$ cat src/rtl/pad_scan_pkg.sv
// pad_scan_pkg: shared types and constants for the Genesis pad scan sequencer.
//   scan_state_e  - select sequencing states
//   BTN_*         - bit positions inside the 11-bit button frame
//   NUM_BUTTONS   - frame width
// Optional feature macro used by the block: PAD_SCAN_REPEAT_EN (auto-repeat).
package pad_scan_pkg;

  typedef enum logic [1:0] {
    IDLE     = 2'd0,
    SEL_LOW  = 2'd1,
    SEL_HIGH = 2'd2
  } scan_state_e;

  localparam int unsigned NUM_BUTTONS = 11;
  localparam int unsigned PHASE_W     = 8;
  localparam int unsigned HOLD_W      = 8;

  // Button frame bit map
  localparam int unsigned BTN_UP    = 0;
  localparam int unsigned BTN_DOWN  = 1;
  localparam int unsigned BTN_LEFT  = 2;
  localparam int unsigned BTN_RIGHT = 3;
  localparam int unsigned BTN_A     = 4;
  localparam int unsigned BTN_START = 5;
  localparam int unsigned BTN_Z     = 6;
  localparam int unsigned BTN_Y     = 7;
  localparam int unsigned BTN_X     = 8;
  localparam int unsigned BTN_B     = 9;
  localparam int unsigned BTN_C     = 10;

  typedef logic [NUM_BUTTONS-1:0] btn_frame_t;

  // Bits captured while select is low; the rest are captured while select is high
  localparam btn_frame_t LO_PHASE_MASK = btn_frame_t'(11'h03F);

endpackage

$ cat src/rtl/pad_repeat_gen.sv
// pad_repeat_gen: hold counter and auto-repeat decision for published frames.
//   clk, reset       - clock, synchronous active-low reset
//   frame_stb        - a frame is being published this cycle
//   level_new        - frame being published
//   level_old        - previously published frame
//   repeat_c         - combinational: this frame's press output must repeat the level
// Only instantiated when PAD_SCAN_REPEAT_EN is defined.
module pad_repeat_gen
  import pad_scan_pkg::*;
#(
  parameter int unsigned REPEAT_DELAY = 30,
  parameter int unsigned REPEAT_RATE  = 6
) (
  input  logic       clk,
  input  logic       reset,
  input  logic       frame_stb,
  input  btn_frame_t level_new,
  input  btn_frame_t level_old,
  output logic       repeat_c
);

  localparam logic [HOLD_W-1:0] HOLD_FIRE   = HOLD_W'(REPEAT_DELAY);
  localparam logic [HOLD_W-1:0] HOLD_RELOAD = HOLD_W'(REPEAT_DELAY - REPEAT_RATE);

  logic [HOLD_W-1:0] hold_q;
  logic [HOLD_W-1:0] hold_d;
  logic [HOLD_W-1:0] hold_inc_c;

  // Hold counter advances once per published frame of an unchanged nonzero level
  always_comb begin
    hold_d     = hold_q;
    repeat_c   = 1'b0;
    hold_inc_c = hold_q + HOLD_W'(1);
    if (frame_stb) begin
      if ((level_new != level_old) || (level_new == '0)) begin
        hold_d = '0;
      end else if (hold_inc_c == HOLD_FIRE) begin
        repeat_c = 1'b1;
        hold_d   = HOLD_RELOAD;
      end else begin
        hold_d = hold_inc_c;
      end
    end
  end

  always_ff @(posedge clk) begin
    if (!reset) begin
      hold_q <= '0;
    end else begin
      hold_q <= hold_d;
    end
  end

endmodule

$ cat src/rtl/pad_scan_sequencer.sv
// pad_scan_sequencer: select-line scan controller for a 3-button-group Genesis pad.
// Every SCAN_PERIOD cycles (when enabled and idle) it drives select low then high
// for SETTLE_CYCLES each, samples the six pad pins on the last cycle of each phase
// and publishes one 11-bit frame with level and new-press views.
//   clk, reset                  - clock, synchronous active-low reset
//   enable                      - permits new scans (a running scan always completes)
//   up_z..start_c               - conditioned pad pins, 1 = pressed
//   select_out                  - pad select line
//   buttons_level               - last published frame
//   buttons_press               - press pulses, valid with frame_valid
//   frame_valid                 - one-cycle strobe per published frame
// Optional: PAD_SCAN_REPEAT_EN adds auto-repeat (REPEAT_DELAY / REPEAT_RATE).
module pad_scan_sequencer
  import pad_scan_pkg::*;
#(
  parameter int unsigned SETTLE_CYCLES = 4,
  parameter int unsigned SCAN_PERIOD   = 50000
`ifdef PAD_SCAN_REPEAT_EN
  ,
  parameter int unsigned REPEAT_DELAY  = 30,
  parameter int unsigned REPEAT_RATE   = 6
`endif
) (
  input  logic                   clk,
  input  logic                   reset,
  input  logic                   enable,
  input  logic                   up_z,
  input  logic                   down_y,
  input  logic                   left_x,
  input  logic                   right,
  input  logic                   a_b,
  input  logic                   start_c,
  output logic                   select_out,
  output logic [NUM_BUTTONS-1:0] buttons_level,
  output logic [NUM_BUTTONS-1:0] buttons_press,
  output logic                   frame_valid
);

  localparam int unsigned PERIOD_W = (SCAN_PERIOD > 2) ? $clog2(SCAN_PERIOD) : 2;
  localparam logic [PERIOD_W-1:0] PERIOD_LAST = PERIOD_W'(SCAN_PERIOD - 1);
  localparam logic [PHASE_W-1:0]  PHASE_LAST  = PHASE_W'(SETTLE_CYCLES - 1);

  scan_state_e         state_q,  state_d;
  logic [PERIOD_W-1:0] period_q, period_d;
  logic [PHASE_W-1:0]  phase_q,  phase_d;
  btn_frame_t          shadow_q, shadow_d;
  btn_frame_t          level_q,  level_d;
  btn_frame_t          press_q,  press_d;
  logic                fv_q,     fv_d;
  logic                select_q, select_d;

  logic       tick_c;
  logic       phase_done_c;
  logic       publish_c;
  logic       repeat_c;
  btn_frame_t lo_pins_c;
  btn_frame_t hi_pins_c;
  btn_frame_t frame_c;

  // Pin-to-frame mapping for each select phase; right has no meaning while select is high
  always_comb begin
    lo_pins_c            = '0;
    lo_pins_c[BTN_UP]    = up_z;
    lo_pins_c[BTN_DOWN]  = down_y;
    lo_pins_c[BTN_LEFT]  = left_x;
    lo_pins_c[BTN_RIGHT] = right;
    lo_pins_c[BTN_A]     = a_b;
    lo_pins_c[BTN_START] = start_c;
    hi_pins_c            = '0;
    hi_pins_c[BTN_Z]     = up_z;
    hi_pins_c[BTN_Y]     = down_y;
    hi_pins_c[BTN_X]     = left_x;
    hi_pins_c[BTN_B]     = a_b;
    hi_pins_c[BTN_C]     = start_c;
  end

  assign tick_c       = (period_q == PERIOD_LAST);
  assign phase_done_c = (phase_q == PHASE_LAST);
  assign publish_c    = (state_q == SEL_HIGH) && phase_done_c;

  // High-phase pins are captured on the same edge that publishes, so the
  // published frame combines the stored low half with the live high half.
  assign frame_c = (shadow_q & LO_PHASE_MASK) | hi_pins_c;

`ifdef PAD_SCAN_REPEAT_EN
  pad_repeat_gen #(
    .REPEAT_DELAY (REPEAT_DELAY),
    .REPEAT_RATE  (REPEAT_RATE)
  ) u_repeat (
    .clk       (clk),
    .reset     (reset),
    .frame_stb (publish_c),
    .level_new (frame_c),
    .level_old (level_q),
    .repeat_c  (repeat_c)
  );
`else
  assign repeat_c = 1'b0;
`endif

  // Next-state, counters, capture and publish
  always_comb begin
    state_d  = state_q;
    period_d = tick_c ? '0 : (period_q + PERIOD_W'(1));
    phase_d  = phase_q;
    shadow_d = shadow_q;
    level_d  = level_q;
    press_d  = '0;
    fv_d     = 1'b0;

    case (state_q)
      IDLE: begin
        if (tick_c && enable) begin
          state_d = SEL_LOW;
          phase_d = '0;
        end
      end
      SEL_LOW: begin
        if (phase_done_c) begin
          shadow_d = (shadow_q & ~LO_PHASE_MASK) | lo_pins_c;
          state_d  = SEL_HIGH;
          phase_d  = '0;
        end else begin
          phase_d = phase_q + PHASE_W'(1);
        end
      end
      SEL_HIGH: begin
        if (phase_done_c) begin
          shadow_d = frame_c;
          state_d  = IDLE;
          phase_d  = '0;
          level_d  = frame_c;
          press_d  = (frame_c & ~level_q) | (repeat_c ? frame_c : '0);
          fv_d     = 1'b1;
        end else begin
          phase_d = phase_q + PHASE_W'(1);
        end
      end
      default: begin
        state_d = IDLE;
        phase_d = '0;
      end
    endcase

    // Select is registered from the next state so it tracks the phase exactly
    select_d = (state_d != SEL_LOW);
  end

  always_ff @(posedge clk) begin
    if (!reset) begin
      state_q  <= IDLE;
      period_q <= '0;
      phase_q  <= '0;
      shadow_q <= '0;
      level_q  <= '0;
      press_q  <= '0;
      fv_q     <= 1'b0;
      select_q <= 1'b1;
    end else begin
      state_q  <= state_d;
      period_q <= period_d;
      phase_q  <= phase_d;
      shadow_q <= shadow_d;
      level_q  <= level_d;
      press_q  <= press_d;
      fv_q     <= fv_d;
      select_q <= select_d;
    end
  end

  assign select_out    = select_q;
  assign buttons_level = level_q;
  assign buttons_press = press_q;
  assign frame_valid   = fv_q;

endmodule

$ cat config.mk
export PLATFORM = sky130hd
export DESIGN_NAME = pad_scan_sequencer
export DESIGN_NICKNAME = d
export VERILOG_FILES = /design/src/rtl/pad_scan_pkg.sv /design/src/rtl/pad_repeat_gen.sv /design/src/rtl/pad_scan_sequencer.sv
export SDC_FILE = /design/constraint.sdc
export NUM_CORES = 1
export LEC_CHECK = 0
export ABC_AREA = 1
export BUFFER_PORTS_ARGS = -buffer_cell sky130_fd_sc_hd__buf_2
export CAP_MARGIN = 20
export CORE_UTILIZATION = 39
export CTS_BUF_LIST = sky130_fd_sc_hd__clkbuf_2
export CTS_CLUSTER_DIAMETER = 200
export CTS_CLUSTER_SIZE = 30
export DETAILED_ROUTE_END_ITERATION = 16
export SLEW_MARGIN = 15
export SYNTH_ARGS = -nofsm -noshare
export SYNTH_HDL_FRONTEND = slang
export SYNTH_SLANG_ARGS = --single-unit
$ cat constraint.sdc
create_clock -name clk -period 4.1 [get_ports clk]
set_input_delay 0.615 -clock clk [delete_from_list [all_inputs] [get_ports clk]]
set_output_delay 0.615 -clock clk [all_outputs]
set_load 0.05 [all_outputs]
**Word level (Yosys, flattened, before mapping)**

Cells that the tools add are included.

- Input bits: 9
- Logic and storage cells: 43
- Output and inout bits: 24
- Register bits after elaboration: 61

- $add $sub $neg: 2
- Equal/unequal tests: 8
- Reductions and logical operators: 9
- Bitwise logic cells: 5
- Muxes and demuxes: 11

Operators by type and width:

| kind | number |
|---|---|
| 11-bit 2-to-1 mux | 2 |
| 11-bit case mux with 2 select lines | 1 |
| 16-bit by 1-bit adder with 16-bit output (second input constant) | 1 |
| 16-bit == test (second input constant) | 1 |
| 8-bit 2-to-1 mux | 2 |
| 8-bit case mux with 2 select lines | 1 |
| 11-bit AND | 1 |
| 11-bit inverter | 1 |
| 11-bit by 6-bit OR with 11-bit output | 1 |
| 6-bit by 11-bit OR with 11-bit output | 1 |
| 8-bit by 1-bit adder with 8-bit output (second input constant) | 1 |
| 8-bit by 2-bit == test with 1-bit output (second input constant) | 1 |
| 2-bit 2-to-1 mux | 3 |
| 2-bit != test (second input constant) | 3 |
| 2-bit case mux with 3 select lines | 1 |
| 3-bit AND reduction | 2 |
| 2-bit AND reduction | 2 |
| 2-bit OR reduction | 2 |
| 2-bit by 1-bit == test with 1-bit output (second input constant) | 1 |
| 2-bit == test (second input constant) | 1 |
| 2-bit logical NOT | 1 |
| 2-bit by 1-bit != test with 1-bit output (second input constant) | 1 |
| 2-bit nonzero test | 1 |
| 1-bit logical AND | 1 |
| 2 further kinds | 2 |

**Depth between registers and ports, before layout**

- Depth after elaboration: 5
- Depth in mapped cells: 10
- Depth with buffers taken out: 10

**Least setup slack after synthesis**

No wires, ideal clock.

- Kind: reg-to-reg
- Start: register phase_q[0]
- End: register shadow_q[4]
- Path slack: 2659 ps
- Arrival time: 1321 ps
- Required time: 3980 ps
- Setup time: 120 ps
- Period minus slack after synthesis: 1441 ps
- Cell stages (with the launch flop): 9
- Path buffers: 1
- Cell sequence: dfxtp_1 > ha_1 > nor3b_2 > nand2_2 > inv_4 > nand2_2 > buf_6 > o21ai_0 > a21oi_1

- Word-level cells in the longest chain between the ends: 3
- Elaborated cells on any way between the ends: 4
- Those cells by class: eq/ne: 3; reduce/logical: 1

RTL lines:

| what | RTL line | source |
|---|---|---|
| from (decl) | pad_scan_sequencer.sv:45 | `logic [PHASE_W-1:0] phase_q, phase_d;` |
| from (signal assigned) | pad_scan_sequencer.sv:162 | `phase_q <= phase_d;` |
| 8-bit by 2-bit == test with 1-bit output * | pad_scan_sequencer.sv:78 | `assign phase_done_c = (phase_q == PHASE_LAST);` |
| 2-bit != test (no line) | -- |  |
| 3-bit AND reduction (no line) * | -- |  |
| to (signal assigned) | pad_scan_sequencer.sv:163 | `shadow_q <= shadow_d;` |
| to (decl) | pad_scan_sequencer.sv:46 | `btn_frame_t shadow_q, shadow_d;` |

Every way passes the cells marked *; elsewhere a longest branch is shown, timed or not.
A chain may end at the register's enable or synchronous reset.

**Worst setup path in the final report**

- Start: register phase_q[0]
- End: register level_q[0] (netlist: buttons_level[0])

- Word-level cells in the longest chain between the ends: 2

RTL lines:

| what | RTL line | source |
|---|---|---|
| 8-bit by 2-bit == test with 1-bit output | pad_scan_sequencer.sv:78 |  |
| 2-bit AND reduction (no line) | -- |  |
| to (signal assigned) | pad_scan_sequencer.sv:164 | `level_q <= level_d;` |
| to (decl) | pad_scan_sequencer.sv:47 | `btn_frame_t level_q, level_d;` |

No other way between the ends.

==> qor.yml <==
clock_tree:
  cts_resized: 0
  cts_root_buffer: "clkbuf_2"
  holdBufCountCts: 0
  htreeDepth: 2
  cts_inserted_buffers: 5
  clkTransAtPathRegs_ns: 0.29
  worstSkewPairLatency_ns: 0.44
  cts_tree: "yes"
  clk_path_buf_depth: 2
  cts_sinks: 56
  post_cts_buffers: 0
global_routing:
  antenna_found_initial: 0
  grt_pass1_vias: 1866
  grt_usage_pct: 15.4
  grt_pass1_wl_um: 8120
  grt_max_degree: 24
  grt-ovfl-total: 0
die:
  die-area_um2: 6780
  start_util_pct: 41.5
  rows: 28
  io_pins: 33
  fp.coreArea_um2: 6060
  dieHeight_um: 82.3
  fp.dieW_um: 82.3
run_status:
  outcome: "finished clean"
synth:
  yosys_warnings: 0
  ys_types: 32
  netlist_area_um2: 2520
  syn_area_per_cell_um2: 7.79
  syn_nets: 338
  yosysSeqAreaShare_pct: 44.5
  synth_seq_cells: 56
  dominantRegCellSynth: "dfxtp_1"
  async_reset_ff_share_pct: 0
  syn_inst: 323
  synth_edf_count: 0
placed_design:
  dpl.hpwl_um: 3350
  dpl_cell_area_um2: 2700
  pre_cts_ws_ns: 2.32
  gp_congestion: 0.799
  io_buffers: 32
cells_and_area:
  num-nets-final: 368
  finalInstanceArea_um2: 2750
  layout_common_cells: "nand2_1 (63), dfxtp_1 (56), nor2_1 (39)"
  diodes: 0
  drive_gt1_share_pct: 20.6
  area_growth_syn_to_layout_pct: 9.19
  final_util_pct: 45.4
  layout_commonest_cell: "nand2_1"
worst_setup_path:
  slowest_delay_ns: 0.49
  cp_slowest_cell: "dfxtp_1"
  critical_path_arrival_ns: 2.17
  path_class: "flip-flop to flip-flop"
  startpoint_type: "flip-flop"
  reg2reg_slack_ns: 2.31
  r2r-end: "buttons_level[0]"
  cp-end-kind: "flip-flop"
  worst_r2r_startpoint: "phase_q[0]"
  crit_chain: "ha_1 > nor3b_2 > nand2_2 > inv_4 > nand3_4 > o21ai_0"
  crit_fanout: 23
  critPathRequiredTime_ns: 4.49
  reg2reg_depth: 6
timing:
  worst-slew-pin-transition_ns: 0.546
  maxSlewViolCount: 0
  finalSetupTns_ns: 0
  final.setup_skew_ns: 0.0276
  final.min_clock_period_ns: 1.79
  rsz0062_at_grt: "false"
  timing.final.crit_share_pct: 43.6
  finalSetupViolCount: 0
  setup_ws_ns: 2.31
  slew_headroom_pct: 63.5
  hold_violations: 0
  max_freq_mhz: 559
flow_run:
  maxCapViolCount: 0
drt:
  vias_per_cell: 4.73
  ant_nets: 0
  totalWireLength_um: 4620
  routedWlPerCell_um: 10.8
  drt_iter0_drc: 66
  drtPass1Iterations: 5
  vias: 2029
  drc: 0
power:
  powerDensity_nw_per_um2: 288
  vdd_drop_max_mv: 0.0999
  p_leak_uw: 0.00116
min_path:
  holdPathEnd: "buttons_press[8]"
  min_from: "left_x"
  hold_class: "input pin to flip-flop"
  hold_depth: 3
## where the power goes
part	switching (µW)	internal, µW	leakage, µW
registers	1.74	549	0.000451
logic	13.6	6.41	0.000682
clock network	177	43.4	0.0000294
## synthesized netlist by cell type (all sizes together) (4+ instances only)
master	n	area, µm²
nand2	65	249
dfxtp	56	1120
nor2	41	159
inv	40	153
nand3	34	188
a21oi	20	100
o21ai	20	130
nor3	15	141
buf	6	57.6
ha	6	75.1
or2	5	31.3
xor2	4	35.0
## worst max path at each step
stage | start | endpoint | slack [ns] | cells past startpoint
after global routing | period_q[0] | phase_q[6] | 2.14 | 8
after floorplan | phase_q[0] | shadow_q[4] | 2.66 | 8
after detailed placement | reset | period_q[11] | 2.32 | 3
after global placement | reset | period_q[14] | 2.37 | 3
final | phase_q[0] | buttons_level[0] | 2.31 | 6
after CTS | buttons_level[6] | buttons_level[6] | 2.27 | 1
## metal layers
layer | up-vias | global-route usage (%) | wire length [µm] | part of all wire (%)
li1 | 1095 | - | - | -
met1 | 904 | 19.9 | 2280 | 49
met2 | 28 | 25.3 | 2120 | 46
met3 | 2 | 3.41 | 192 | 4.2
met4 | 0 | 4.74 | 27 | 0.58
met5 | - | 0 | 0 | 0
## cells by family (layout without fill, tap and decap cells)
group | after synthesis | count (layout) | synth area share [%]
XOR/XNOR | 6 | 6 | 2.09
buffers and inverters | 49 | 80 | 8.80
flip-flops | 56 | 56 | 44.5
AND/OR/NAND/NOR | 165 | 165 | 32.2
AO/OA/AOI/OAI | 41 | 41 | 9.44
adder cells (fa/ha/maj) | 6 | 6 | 2.98
## sequential cells by signal (all words and copies together), names as in the netlist
signal	cells
buttons_level	11
buttons_press	11
frame_valid	1
period_q	16
phase_q	8
select_out	1
shadow_q	6
state_q	2
## layout make-up
cell class | instances | area, µm²
Clock inverter | 3 | 21.3
Timing Repair Buffer | 32 | 160
Tap cell | 75 | 93.8
Multi-Input combinational cell | 218 | 1170
Fill cell | 619 | 3310
Inverter | 40 | 153
Sequential cell | 56 | 1120
Clock buffer | 5 | 25.0
## per-stage QoR
stage | power, µW | std cells | hold slack (ns)
after global routing | 832 | 429 | 0.348
final | 791 | 429 | 0.418
after global placement | 580 | 421 | 0.432
after detailed placement | 581 | 421 | 0.438
after floorplan | 573 | 323 | 0.417
after CTS | 807 | 429 | 0.372
## worst max-delay path, delay by kind of cell (launching register included)
family,cells,cell delay (ns)
and+or+nand+nor,3,0.63
DFF,1,0.49
AOI/OAI and AO/OA,1,0.27
adders and majority gates,1,0.24
buffers and inverters,1,0.10
No activity file was read; power rests on OpenSTA's default activity.
